===== config.mk =====
export PLATFORM = sky130hd
export DESIGN_NAME = tmp_conv_sched
export DESIGN_NICKNAME = d
export VERILOG_FILES = /design/src/rtl/tmp_conv_sched.sv
export SDC_FILE = /design/constraint.sdc
export NUM_CORES = 1
export LEC_CHECK = 0
export CORE_MARGIN = 5
export CORE_UTILIZATION = 50
export CTS_CLUSTER_DIAMETER = 50
export DETAILED_ROUTE_END_ITERATION = 8
export PLACE_DENSITY = 0.73
export REMOVE_ABC_BUFFERS = 1
export SLEW_MARGIN = 25
export SYNTH_ARGS = -nofsm -noshare
export SYNTH_HDL_FRONTEND = slang
export SYNTH_SLANG_ARGS = --single-unit

===== constraint.sdc =====
create_clock -name clk -period 3 [get_ports clk]
set_clock_uncertainty 0.05 [all_clocks]
set_input_delay 0.75 -clock clk [delete_from_list [all_inputs] [get_ports clk]]
set_output_delay 0.75 -clock clk [all_outputs]
set_load 0.05 [all_outputs]

===== src/rtl/tmp_conv_sched.sv =====
// rtl/tmp_conv_sched.sv - temperature conversion scheduler with sample averaging
// Sequences sensor reset/measure cycles, averages 2^avg_log2 samples and hands results to the host.
module tmp_conv_sched (
  input  logic        clk,
  input  logic        reset,
  input  logic        start,
  input  logic        cont_en,
  input  logic [15:0] period,
  input  logic [1:0]  avg_log2,
  input  logic [11:0] timeout,
  output logic        sns_rst,
  input  logic        sns_done,
  output logic [11:0] result,
  output logic        result_valid,
  input  logic        result_ready,
  output logic        busy,
  output logic        err_timeout
);

  localparam logic [2:0] S_IDLE = 3'd0;
  localparam logic [2:0] S_SRST = 3'd1;
  localparam logic [2:0] S_MEAS = 3'd2;
  localparam logic [2:0] S_OUT  = 3'd3;
  localparam logic [2:0] S_WAIT = 3'd4;

  logic [2:0]  state_q, state_d;
  logic [1:0]  srst_cnt_q, srst_cnt_d;
  logic [11:0] meas_cnt_q, meas_cnt_d;
  logic [14:0] acc_q, acc_d;
  logic [3:0]  n_cnt_q, n_cnt_d;
  logic [15:0] wait_cnt_q, wait_cnt_d;
  logic        done_q, done_d;
  logic [15:0] period_q, period_d;
  logic [1:0]  avg_q, avg_d;
  logic [11:0] timeout_q, timeout_d;
  logic        err_q, err_d;
  logic [11:0] result_q, result_d;

  logic        done_rise;
  logic [14:0] acc_sum;
  logic [3:0]  n_next;
  logic [3:0]  n_target;

  always_comb begin
    state_d    = state_q;
    srst_cnt_d = srst_cnt_q;
    meas_cnt_d = meas_cnt_q;
    acc_d      = acc_q;
    n_cnt_d    = n_cnt_q;
    wait_cnt_d = wait_cnt_q;
    period_d   = period_q;
    avg_d      = avg_q;
    timeout_d  = timeout_q;
    err_d      = err_q;
    result_d   = result_q;
    done_d     = sns_done;

    // done_q tracks the level every cycle, so a level already high on MEASURE entry never looks like a rise
    done_rise = sns_done & ~done_q;
    acc_sum   = acc_q + {3'b000, meas_cnt_q};
    n_next    = n_cnt_q + 4'd1;
    n_target  = 4'd1 << avg_q;

    case (state_q)
      S_IDLE: begin
        if (start) begin
          period_d   = period;
          avg_d      = avg_log2;
          timeout_d  = timeout;
          err_d      = 1'b0;
          srst_cnt_d = 2'd0;
          meas_cnt_d = 12'd0;
          state_d    = S_SRST;
        end
      end
      S_SRST: begin
        if (srst_cnt_q == 2'd3) begin
          state_d = S_MEAS;
        end else begin
          srst_cnt_d = srst_cnt_q + 2'd1;
        end
      end
      S_MEAS: begin
        if (done_rise) begin
          acc_d   = acc_sum;
          n_cnt_d = n_next;
          if (n_next == n_target) begin
            result_d = 12'(acc_sum >> avg_q);
            state_d  = S_OUT;
          end else begin
            srst_cnt_d = 2'd0;
            meas_cnt_d = 12'd0;
            state_d    = S_SRST;
          end
        end else if (meas_cnt_q == timeout_q) begin
          err_d   = 1'b1;
          acc_d   = 15'd0;
          n_cnt_d = 4'd0;
          state_d = S_IDLE;
        end else begin
          meas_cnt_d = meas_cnt_q + 12'd1;
        end
      end
      S_OUT: begin
        if (result_ready) begin
          acc_d   = 15'd0;
          n_cnt_d = 4'd0;
          if (cont_en) begin
            wait_cnt_d = period_q;
            state_d    = S_WAIT;
          end else begin
            state_d = S_IDLE;
          end
        end
      end
      S_WAIT: begin
        if (!cont_en) begin
          state_d = S_IDLE;
        end else if (wait_cnt_q == 16'd0) begin
          srst_cnt_d = 2'd0;
          meas_cnt_d = 12'd0;
          state_d    = S_SRST;
        end else begin
          wait_cnt_d = wait_cnt_q - 16'd1;
        end
      end
      default: state_d = S_IDLE;
    endcase
  end

  always_ff @(posedge clk) begin
    if (reset) begin
      state_q    <= S_IDLE;
      srst_cnt_q <= 2'd0;
      meas_cnt_q <= 12'd0;
      acc_q      <= 15'd0;
      n_cnt_q    <= 4'd0;
      wait_cnt_q <= 16'd0;
      done_q     <= 1'b0;
      period_q   <= 16'd0;
      avg_q      <= 2'd0;
      timeout_q  <= 12'd0;
      err_q      <= 1'b0;
      result_q   <= 12'd0;
    end else begin
      state_q    <= state_d;
      srst_cnt_q <= srst_cnt_d;
      meas_cnt_q <= meas_cnt_d;
      acc_q      <= acc_d;
      n_cnt_q    <= n_cnt_d;
      wait_cnt_q <= wait_cnt_d;
      done_q     <= done_d;
      period_q   <= period_d;
      avg_q      <= avg_d;
      timeout_q  <= timeout_d;
      err_q      <= err_d;
      result_q   <= result_d;
    end
  end

  assign sns_rst      = (state_q != S_MEAS);
  assign busy         = (state_q != S_IDLE);
  assign result_valid = (state_q == S_OUT);
  assign result       = result_q;
  assign err_timeout  = err_q;

endmodule


==> qor.txt <==
Initial drt markers -> 274
Worst-Margin Slew -> 0.630 ns
Post-synth EDFFs -> 0
Clock power share -> 34.1%
WL/cell -> 14.9 microns
Crit path DAT -> 3.10 ns
Leak -> 2.36 nW
Root Driver -> clkbuf_8
Mapped Cells -> 708
RR Startpoint -> meas_cnt_q[0]
Pin count of the biggest net entering global routing -> 37
Io pins -> 52
Maxcap violations -> 0
Status -> finished, final reports clean
Worst Path Class, Setup -> flop to flop
RSZ-0062 raised after global routing -> no
Fillers -> 1,032
Finish-stage setup viols -> 0
Final hold viol count -> 0
Vias per inst -> 5.79
DIE WIDTH -> 114 microns
CTS tree -> built
Critical Path Slowest Stage Cell -> mux4_1
Psw -> 0.581 mW
FF-to-FF path depth -> 9
CP Launch Type -> flop
Most common cell after layout, fill and taps aside -> nand2_1
N_diodes -> 0
First-pass GRT wire length -> 22.1 mm
Die area -> 0.0130 sq mm
CP bufs+invs -> 0
FF-to-FF setup slack -> 0.15 ns
Port bufs -> 51
Routability-driven placement congestion ratio -> 0.891
Register area -> 0.00192 sq mm
CP Max Fanout -> 3
Mapped Avg Cell Area -> 7.66 sq um
Final wirelength -> 13.2 mm
Post-DP HPWL -> 9.81 mm
Hold path depth -> 2
Final instance area -> 0.00629 sq mm
Worst slew margin -> 58.0%
Internal power -> 1.77 mW
Critical R2R Capture -> result[9]
Gate power share -> 9.8%
Synth Flop Type -> dfxtp_1
Vias -> 5,152
Top delay family on crit path -> adder cells
Crit path capture type -> flop
Mapped Area -> 0.00542 sq mm
Residual DRC count -> 0
VDD IR-drop max -> 0.227 mV
Total core area -> 0.0107 sq mm
Seq/Total Area, Yosys -> 35.5%
Antenna violation net count after detailed routing -> 0
Post-CTS setup buffer count -> 0
Share of cells above drive strength 1 -> 7.60%
Worst-case clock buffer depth -> 2
Vias in the first global route -> 4,851
Latest clock arrival within the worst-skew pair -> 0.36 ns
Worst Hold Launch -> result[4]
Hold EP -> result[4]
Drt pass-1 iters -> 5
NumNets Final -> 799
Starting density of the core -> 50.4%
CP peak stage delay -> 0.52 ns
Sequential share of power -> 56.1%
Area Overhead vs Synth -> 16.1%
Reg clk slew, reported paths -> 0.09 ns
PD cells -> 374 mW/mm^2
Critical-path cell list -> ha_1 > fa_1 > a211oi_2 > nor3_2 > nor4_1 > nor2_1 > xnor2_1 > mux4_1 > o21ai_1
Cts hold-fix bufs -> 0
CTS Buf Count -> 9
Ys Warns -> 0
Die extent in y -> 114 microns
Register bit count reported by yosys -> 96
Slew Limit Fails -> 0
Post-synth ARST share -> 0%
Commonest cells after routing, fill and taps aside -> 106 x nand2_1, 96 x dfxtp_1, 82 x nor2_1
Min Tclk post-route -> 2.85 ns
Synth cell types -> 69
Hold crit path type -> flop to flop
Sw Share -> 24.7%
H-tree level count -> 3
Grt total ovfl -> 0
Antenna violations before repair -> 0
Row count -> 38
Tot GR Track Use -> 20.5%
Fmax -> 350 MHz
CTS sink count -> 96
Area of the multi-input gates -> 0.00328 sq mm
Setup TNS -> 0 ns
Period utilisation layout -> 95.1%
Placed Instance Area -> 0.00609 sq mm
CP Data Required Time -> 3.25 ns
==> registers in the layout, summed over array words and instances (netlist names) <==
name,cells
acc_q,15
avg_q,2
done_q,1
err_timeout,1
meas_cnt_q,12
n_cnt_q,4
period_q,16
result,12
srst_cnt_q,2
state_q,3
timeout_q,12
wait_cnt_q,16
==> area by class of cell <==
cell class | count | area share, %
Sequential cell | 96 | 30.5
Clock inverter | 3 | 0.239
Multi-Input combinational cell | 553 | 52.2
Timing Repair Buffer | 73 | 10.9
Inverter | 12 | 0.716
Clock buffer | 13 | 2.68
Tap cell | 140 | 2.78
==> synthesized netlist by cell type (4+ instances only) <==
cell | instances | area [sq um]
nand2b_1 | 7 | 43.8
a21o_1 | 6 | 45.0
and3_1 | 7 | 43.8
mux2i_1 | 6 | 60.1
o21ai_0 | 38 | 190
and2_1 | 4 | 25.0
nand2_1 | 106 | 398
xnor2_1 | 8 | 70.1
nor2b_1 | 5 | 31.3
buf_2 | 6 | 30.0
a31oi_1 | 4 | 25.0
a21oi_1 | 78 | 390
a22oi_1 | 15 | 113
a211oi_1 | 10 | 75.1
or3_1 | 9 | 56.3
nor3_1 | 21 | 105
nor4_1 | 7 | 43.8
clkbuf_1 | 39 | 146
nand3_1 | 17 | 85.1
nand4_1 | 7 | 43.8
or4_1 | 5 | 37.5
nand3b_1 | 7 | 52.6
o31ai_1 | 4 | 30.0
ha_1 | 17 | 213
xor2_1 | 20 | 175
dfxtp_1 | 96 | 1920
inv_1 | 11 | 41.3
nor2_1 | 82 | 308
==> kinds of logic after synthesis <==
logic type | count (synthesis) | synth area share (%)
adders and majority gates | 18 | 4.29
and+or+nand+nor | 300 | 25.9
AOI/OAI and AO/OA | 197 | 22.7
DFF | 96 | 35.5
buffers and inverters | 59 | 4.25
muxes | 10 | 2.84
xor gates and xnor gates | 28 | 4.52
==> per-layer routing <==
metal / vias to the layer above / part of all wire [%] / wire length, microns / track usage [%]
li1: 2594 / - / - / -
met4: 0 / 1.7 / 220 / 6.65
met2: 125 / 51 / 6750 / 37.8
met1: 2412 / 43 / 5730 / 23.8
met5: - / 0 / 0 / 0
met3: 21 / 4.0 / 526 / 3.59
==> worst register-to-register path, cell delays in order (launching register included) <==
cell	delay, ns
dfxtp_1	0.33
ha_1	0.23
fa_1	0.46
a211oi_2	0.35
nor3_2	0.10
nor4_1	0.35
nor2_1	0.12
xnor2_1	0.16
mux4_1	0.52
o21ai_1	0.13
==> repair_timing <==
action	in CTS	in global routing
gates resized for setup	0	3
hold endpoints to repair	0	0
endpoints found under the setup margin	0	7
==> power groups by stage <==
| stage | clock (mW) | combinational [mW] | sequential [mW] |
|---|---|---|---|
| 2_1_floorplan | 0 | 0.110 | 1.35 |
| 3_3_place_gp | 0 | 0.226 | 1.35 |
| 3_5_place_dp | 0 | 0.231 | 1.35 |
| 4_1_cts | 0.817 | 0.232 | 1.32 |
| 5_1_grt | 0.879 | 0.255 | 1.33 |
| 6_report | 0.803 | 0.231 | 1.32 |
==> how the worst max path moves through the flow <==
stage                        startpoint        end  slack, ns  cells after the start
after global placement    meas_cnt_q[0]  result[9]       0.18                      9
after global routing      meas_cnt_q[0]  result[7]      0.004                      9
after floorplan           meas_cnt_q[0]  result[9]       0.25                      9
final                     meas_cnt_q[0]  result[9]       0.15                      9
after detailed placement  meas_cnt_q[0]  result[9]       0.07                      9
after CTS                 meas_cnt_q[0]  result[9]       0.05                      9
==> through the flow <==
step	utilization [%]	setup WS (ns)	total power [mW]	hold slack, ns	std cells
after floorplan	-	0.247	1.46	0.377	661
after global placement	56.7	0.182	1.58	0.391	874
after detailed placement	56.7	0.0719	1.58	0.396	874
after CTS	58.4	0.0493	2.37	0.409	890
after global routing	58.5	0.00361	2.46	0.426	890
final	58.5	0.147	2.36	0.405	890
Power figures use the tool's default switching activity.
